<file path="src/rtl/mem_arbiter.sv">
// -----------------------------------------------------------------------------
// mem_arbiter
// Shares one backing-memory port between the instruction cache (port 0) and
// the data cache (port 1). Ownership is granted for a whole cache line
// (2^OFFSET_ADDR_W beats), so bursts from the two caches never interleave.
// Default arbitration on a tie is round-robin.
//
// Compile option:
//   MEM_ARB_DCACHE_PRIO_EN  defined   -> port 1 always wins a tie in ARB_IDLE
//                           undefined -> round-robin using last-granted port
//
// Ports:
//   i_clk, i_rst                  clock, asynchronous active-high reset
//   i_pN_ADDR/WDATA/BMASK/WREN    requester beat (N = 0 icache, 1 dcache)
//   i_pN_VALID / o_pN_READY       requester beat handshake
//   o_pN_RDATA                    read data, straight from i_mem_RDATA
//   o_mem_ADDR/WDATA/BMASK/WREN   memory beat, muxed from current owner
//   o_mem_VALID / i_mem_READY     memory beat handshake
//   i_mem_RDATA                   memory read data
//   o_grant                       one-hot owner (bit0 port 0, bit1 port 1)
//
// States:
//   ARB_IDLE | no owner, arbitrate between pending requests
//   ARB_P0   | port 0 owns memory until its last beat handshakes
//   ARB_P1   | port 1 owns memory until its last beat handshakes
// -----------------------------------------------------------------------------
module mem_arbiter #(
    parameter int TOTAL_ADDR_W  = 18,
    parameter int OFFSET_ADDR_W = 4
) (
    input  logic                    i_clk,
    input  logic                    i_rst,

    input  logic [TOTAL_ADDR_W-1:0] i_p0_ADDR,
    input  logic [31:0]             i_p0_WDATA,
    input  logic [3:0]              i_p0_BMASK,
    input  logic                    i_p0_WREN,
    input  logic                    i_p0_VALID,
    output logic                    o_p0_READY,
    output logic [31:0]             o_p0_RDATA,

    input  logic [TOTAL_ADDR_W-1:0] i_p1_ADDR,
    input  logic [31:0]             i_p1_WDATA,
    input  logic [3:0]              i_p1_BMASK,
    input  logic                    i_p1_WREN,
    input  logic                    i_p1_VALID,
    output logic                    o_p1_READY,
    output logic [31:0]             o_p1_RDATA,

    output logic [TOTAL_ADDR_W-1:0] o_mem_ADDR,
    output logic [31:0]             o_mem_WDATA,
    output logic [3:0]              o_mem_BMASK,
    output logic                    o_mem_WREN,
    output logic                    o_mem_VALID,
    input  logic [31:0]             i_mem_RDATA,
    input  logic                    i_mem_READY,

    output logic [1:0]              o_grant
);

    typedef enum logic [1:0] {
        ARB_IDLE = 2'd0,
        ARB_P0   = 2'd1,
        ARB_P1   = 2'd2
    } arb_state_t;

    localparam logic [OFFSET_ADDR_W-1:0] BEAT_LAST = '1;
    localparam logic [OFFSET_ADDR_W-1:0] BEAT_ONE  = OFFSET_ADDR_W'(1);

    arb_state_t                 state_q, state_d;
    logic [OFFSET_ADDR_W-1:0]   beat_cnt_q, beat_cnt_d;
    logic                       last_q, last_d;

    always_ff @(posedge i_clk or posedge i_rst) begin
        if (i_rst) begin
            state_q    <= ARB_IDLE;
            beat_cnt_q <= '0;
            last_q     <= 1'b1;   // port 0 wins the first tie
        end else begin
            state_q    <= state_d;
            beat_cnt_q <= beat_cnt_d;
            last_q     <= last_d;
        end
    end

    // Read data is broadcast; it only matters while the port sees READY.
    assign o_p0_RDATA = i_mem_RDATA;
    assign o_p1_RDATA = i_mem_RDATA;

    always_comb begin
        state_d     = state_q;
        beat_cnt_d  = beat_cnt_q;
        last_d      = last_q;
        o_mem_ADDR  = '0;
        o_mem_WDATA = '0;
        o_mem_BMASK = '0;
        o_mem_WREN  = 1'b0;
        o_mem_VALID = 1'b0;
        o_p0_READY  = 1'b0;
        o_p1_READY  = 1'b0;
        o_grant     = 2'b00;

        case (state_q)
            ARB_IDLE: begin
                // Counter is held at zero here so every grant starts at beat 0.
                beat_cnt_d = '0;
                if (i_p0_VALID && i_p1_VALID) begin
`ifdef MEM_ARB_DCACHE_PRIO_EN
                    state_d = ARB_P1;
`else
                    state_d = last_q ? ARB_P0 : ARB_P1;
`endif
                end else if (i_p0_VALID) begin
                    state_d = ARB_P0;
                end else if (i_p1_VALID) begin
                    state_d = ARB_P1;
                end
            end

            ARB_P0: begin
                o_grant     = 2'b01;
                o_mem_ADDR  = i_p0_ADDR;
                o_mem_WDATA = i_p0_WDATA;
                o_mem_BMASK = i_p0_BMASK;
                o_mem_WREN  = i_p0_WREN;
                // A VALID gap holds the grant with the count frozen.
                o_mem_VALID = i_p0_VALID;
                o_p0_READY  = i_mem_READY & i_p0_VALID;
                if (i_p0_VALID && i_mem_READY) begin
                    beat_cnt_d = beat_cnt_q + BEAT_ONE;
                    if (beat_cnt_q == BEAT_LAST) begin
                        state_d = ARB_IDLE;
                        last_d  = 1'b0;
                    end
                end
            end

            ARB_P1: begin
                o_grant     = 2'b10;
                o_mem_ADDR  = i_p1_ADDR;
                o_mem_WDATA = i_p1_WDATA;
                o_mem_BMASK = i_p1_BMASK;
                o_mem_WREN  = i_p1_WREN;
                o_mem_VALID = i_p1_VALID;
                o_p1_READY  = i_mem_READY & i_p1_VALID;
                if (i_p1_VALID && i_mem_READY) begin
                    beat_cnt_d = beat_cnt_q + BEAT_ONE;
                    if (beat_cnt_q == BEAT_LAST) begin
                        state_d = ARB_IDLE;
                        last_d  = 1'b1;
                    end
                end
            end

            default: begin
                state_d = ARB_IDLE;
            end
        endcase
    end

endmodule

</file>
<file path="config.mk">
export PLATFORM = sky130hd
export DESIGN_NAME = mem_arbiter
export DESIGN_NICKNAME = d
export VERILOG_FILES = /design/src/rtl/mem_arbiter.sv
export SDC_FILE = /design/constraint.sdc
export NUM_CORES = 1
export LEC_CHECK = 0
export CORE_AREA = 2 2 104 106
export DETAILED_ROUTE_END_ITERATION = 8
export DIE_AREA = 0 0 106 108
export GPL_ROUTABILITY_DRIVEN = 0
export GPL_TIMING_DRIVEN = 0
export PLACE_DENSITY = 0.61
export SETUP_SLACK_MARGIN = 0.5
export SLEW_MARGIN = 25
export SYNTH_ARGS = -nofsm -noshare
export SYNTH_HDL_FRONTEND = slang
export SYNTH_SLANG_ARGS = --single-unit
</file>
<file path="constraint.sdc">
create_clock -name i_clk -period 1.55 [get_ports i_clk]
set_clock_uncertainty 0.05 [all_clocks]
set_input_delay 0.2325 -clock i_clk [delete_from_list [all_inputs] [get_ports i_clk]]
set_output_delay 0.2325 -clock i_clk [all_outputs]
set_load 0.1 [all_outputs]
</file>
==> flow_results.xml <==
<?xml version="1.0" encoding="UTF-8"?>
<metrics>
  <group name="synth">
    <metric name="ys_types" unit="">25</metric>
    <metric name="synth_cells" unit="">245</metric>
    <metric name="yosys_warnings" unit="">0</metric>
    <metric name="ys_ff_latch" unit="">7</metric>
    <metric name="ys_async_sr_fraction" unit="%">100</metric>
    <metric name="synthDominantCellAreaShare" unit="%">28.9</metric>
    <metric name="synth_top_flop_cell" unit="">dfrtp_1</metric>
    <metric name="syn-mean-instance-area" unit="sq um">6.90</metric>
    <metric name="postSynthNetCount" unit="">399</metric>
    <metric name="synth_top_area_cell" unit="">buf_4</metric>
    <metric name="synth_seq_area_share" unit="%">10.4</metric>
    <metric name="yosys.cell_count.top_type" unit="">buf_4</metric>
    <metric name="synth.area.top_cells" unit="">buf_4, a22oi_1, nor2_1</metric>
    <metric name="synth_enable_flop_cells" unit="">0</metric>
    <metric name="mappedNetlistArea" unit="sq mm">0.00169</metric>
    <metric name="synth_top_cells_by_count" unit="">buf_4, nor2_1, a22oi_1, buf_1</metric>
  </group>
  <group name="timing">
    <metric name="worstMarginPinSlew" unit="ps">532</metric>
    <metric name="timing.final.ws_setup" unit="ps">-446</metric>
    <metric name="headroom_to_the_max_slew_limit" unit="%">64.8</metric>
    <metric name="final_min_period_over_clock_period" unit="%">129</metric>
    <metric name="period_minus_slack" unit="ps">2000</metric>
    <metric name="final_max_slew_viol_count" unit="">0</metric>
    <metric name="fmax" unit="GHz">0.501</metric>
    <metric name="setup_viol_count_final" unit="">64</metric>
    <metric name="report.final.hold_viol_count" unit="">0</metric>
    <metric name="final.setup.tns" unit="ps">-23540</metric>
    <metric name="grt_setup_unrepaired" unit="">true</metric>
  </group>
  <group name="floorplan">
    <metric name="fp.dieW" unit="um">106</metric>
    <metric name="design.core.area" unit="sq mm">0.0102</metric>
    <metric name="floorplan.io_pins" unit="">271</metric>
    <metric name="design.die.area" unit="sq mm">0.0114</metric>
    <metric name="rows" unit="">37</metric>
    <metric name="start_util" unit="%">16.5</metric>
    <metric name="die_height" unit="um">108</metric>
  </group>
  <group name="worst_setup_path">
    <metric name="timing_worst_setup_path_type" unit="">flip-flop to primary output</metric>
    <metric name="critical_path_arrival" unit="ps">1710</metric>
    <metric name="start_kind" unit="">flip-flop</metric>
    <metric name="crit_path_end_kind" unit="">primary output</metric>
    <metric name="crit_fanout" unit="">11</metric>
    <metric name="crit_required" unit="ps">1270</metric>
  </group>
  <group name="flow_run">
    <metric name="drv_cap" unit="">0</metric>
  </group>
  <group name="hold_path">
    <metric name="min_path_type" unit="">primary input to async pin</metric>
  </group>
  <group name="route">
    <metric name="postRouteWirelength" unit="um">10800</metric>
    <metric name="via_density_per_instance" unit="">4.21</metric>
    <metric name="detailroute.via_count" unit="">2677</metric>
    <metric name="drt_iter0_markers" unit="">91</metric>
    <metric name="drtPass1Iterations" unit="">4</metric>
    <metric name="drtAntennaViolNets" unit="">0</metric>
    <metric name="drt_drc_violations_left" unit="">0</metric>
    <metric name="route.detailed.wl_per_inst" unit="um">17.0</metric>
  </group>
  <group name="place">
    <metric name="place.port_buffers" unit="">238</metric>
    <metric name="place.detailed.instances" unit="">619</metric>
    <metric name="dp.final_hpwl" unit="um">8590</metric>
    <metric name="placed_area" unit="sq mm">0.00474</metric>
  </group>
  <group name="layout">
    <metric name="layout-drive-gt1-share" unit="%">68.4</metric>
    <metric name="area_growth_syn_to_layout" unit="%">234</metric>
    <metric name="final_nets" unit="">655</metric>
    <metric name="diodes" unit="">0</metric>
    <metric name="finalInstanceArea" unit="sq mm">0.00564</metric>
    <metric name="finalNonFillerCells" unit="">636</metric>
  </group>
  <group name="power_and_ir_drop">
    <metric name="worst_ir_drop_vdd" unit="uV">1040</metric>
    <metric name="total_leakage_power" unit="nW">2.22</metric>
    <metric name="report.power.total" unit="mW">12.1</metric>
    <metric name="power.density" unit="mW/mm^2">2140</metric>
  </group>
  <group name="clock_network">
    <metric name="tritoncts_clock_tree" unit="">built</metric>
    <metric name="clock_latency" unit="ps">230</metric>
    <metric name="clock_tree.root_cell" unit="">clkbuf_8</metric>
    <metric name="clock_tree.htree_level_count" unit="">1</metric>
    <metric name="clock-sinks" unit="">7</metric>
    <metric name="clock_tree.buffer_depth" unit="">2</metric>
    <metric name="cts_made_buffers" unit="">3</metric>
    <metric name="cts.reportedPaths.clkPinSlew" unit="ps">40</metric>
  </group>
  <group name="global_routing">
    <metric name="initial_antenna_violation_count" unit="">0</metric>
    <metric name="grt_pass1_wl" unit="um">15900</metric>
    <metric name="grt_max_degree" unit="">11</metric>
    <metric name="grt_pass1_vias" unit="">2806</metric>
    <metric name="grt_remaining_overflow" unit="">0</metric>
    <metric name="grt_util_all_layers" unit="%">17.5</metric>
  </group>
  <group name="outcome">
    <metric name="violations" unit="">negative setup slack</metric>
    <metric name="run_status" unit="">finished with violations</metric>
  </group>
</metrics>
## registers in the layout (all words and copies together) (netlist names)
register	flops
beat_cnt_q	4
last_q	1
state_q	2
## layout by cell type, fill, tap and decap left out, types with 2 or more instances in the layout
cell type	synthesis	final
a22oi_1	57	14
a22oi_2	0	43
and3_4	0	2
buf_12	0	68
buf_16	0	2
buf_2	7	64
buf_4	65	76
buf_6	0	2
buf_8	0	6
clkbuf_8	0	4
clkdlybuf4s50_1	0	114
dfrtp_1	6	4
dfrtp_2	0	2
ha_1	7	3
ha_4	0	4
inv_1	5	2
inv_4	0	3
mux2i_1	3	3
nand2_1	5	4
nand2_2	2	3
nand2b_1	2	2
nand3_1	4	4
nor2_1	58	2
nor2_2	0	5
nor2_4	0	51
o21ai_1	0	2
## logic make-up (layout without fill, tap and decap cells)
group	after synthesis	count (layout)	share of synthesized area [%]
muxes	3	3	1.78
and+or+nand+nor	74	74	17.8
adders and majority gates	7	7	5.18
buffers and inverters	88	343	34.5
DFF	7	7	10.4
AOI/OAI and AO/OA	66	66	30.3
## per-layer routing
layer  up-vias  part of all wire (%)  global-route usage, %
met5         -                     0                      0
met4         0                   1.7                   3.57
met3        12                   6.9                   4.04
met2       106                    57                   35.7
met1      1255                    34                   18.2
li1       1304                     -                      -
## power breakdown
part / total, mW / leakage [nW] / internal (mW) / switching (mW)
Sequential: 0.298 / 0.0871 / 0.236 / 0.0621
Clock: 0.263 / 0.0228 / 0.178 / 0.0849
Combinational: 11.5 / 2.11 / 4.35 / 7.18
Total: 12.1 / 2.22 / 4.76 / 7.33
## area by class of cell
type                            count  area, sq um
Sequential cell                     7          179
Buffer                             83          817
Timing Repair Buffer              251         2780
Clock buffer                        4         45.0
Tap cell                          136          170
Multi-Input combinational cell    150         1620
Inverter                            5         26.3
Fill cell                         879         4590
## critical path: stages, from the launching register on
cell	delay, ps
dfrtp_2	430
inv_4	80
ha_4	290
inv_4	40
buf_12	150
buf_12	170
nor2_4	130
buf_12	180
## metrics by stage
step	hold slack (ps)	setup slack (ps)	util (%)
6_report	205	-446	55.1
5_1_grt	234	-486	55.1
4_1_cts	210	-432	53.7
3_5_place_dp	451	-1470	46.3
3_3_place_gp	433	-1440	46.3
2_1_floorplan	-14.8	-816	-
## path summary, 6_finish.rpt
path / startpoint / end / slack [ps] / cells after the start
setup / recovery: state_q[0] / o_mem_ADDR[10] / -450 / 7
hold / removal: i_rst / beat_cnt_q[1] / 210 / 2
setup reg to reg: state_q[0] / beat_cnt_q[1] / -230 / 8
hold reg to reg: beat_cnt_q[0] / beat_cnt_q[0] / 460 / 1
max in group asynchronous: i_rst / last_q / 960 / 2
min in group i_clk: beat_cnt_q[0] / beat_cnt_q[0] / 460 / 1
## timing repair
action | CTS | global route
endpoints found under the setup margin | 131 | 67
gates cloned | 0 | 1
pin swaps | 2 | 6
resized for setup | 945 | 22
setup buffers | 8 | 4
hold buffers | 0 | 0
(Power assumes the default switching activity.)
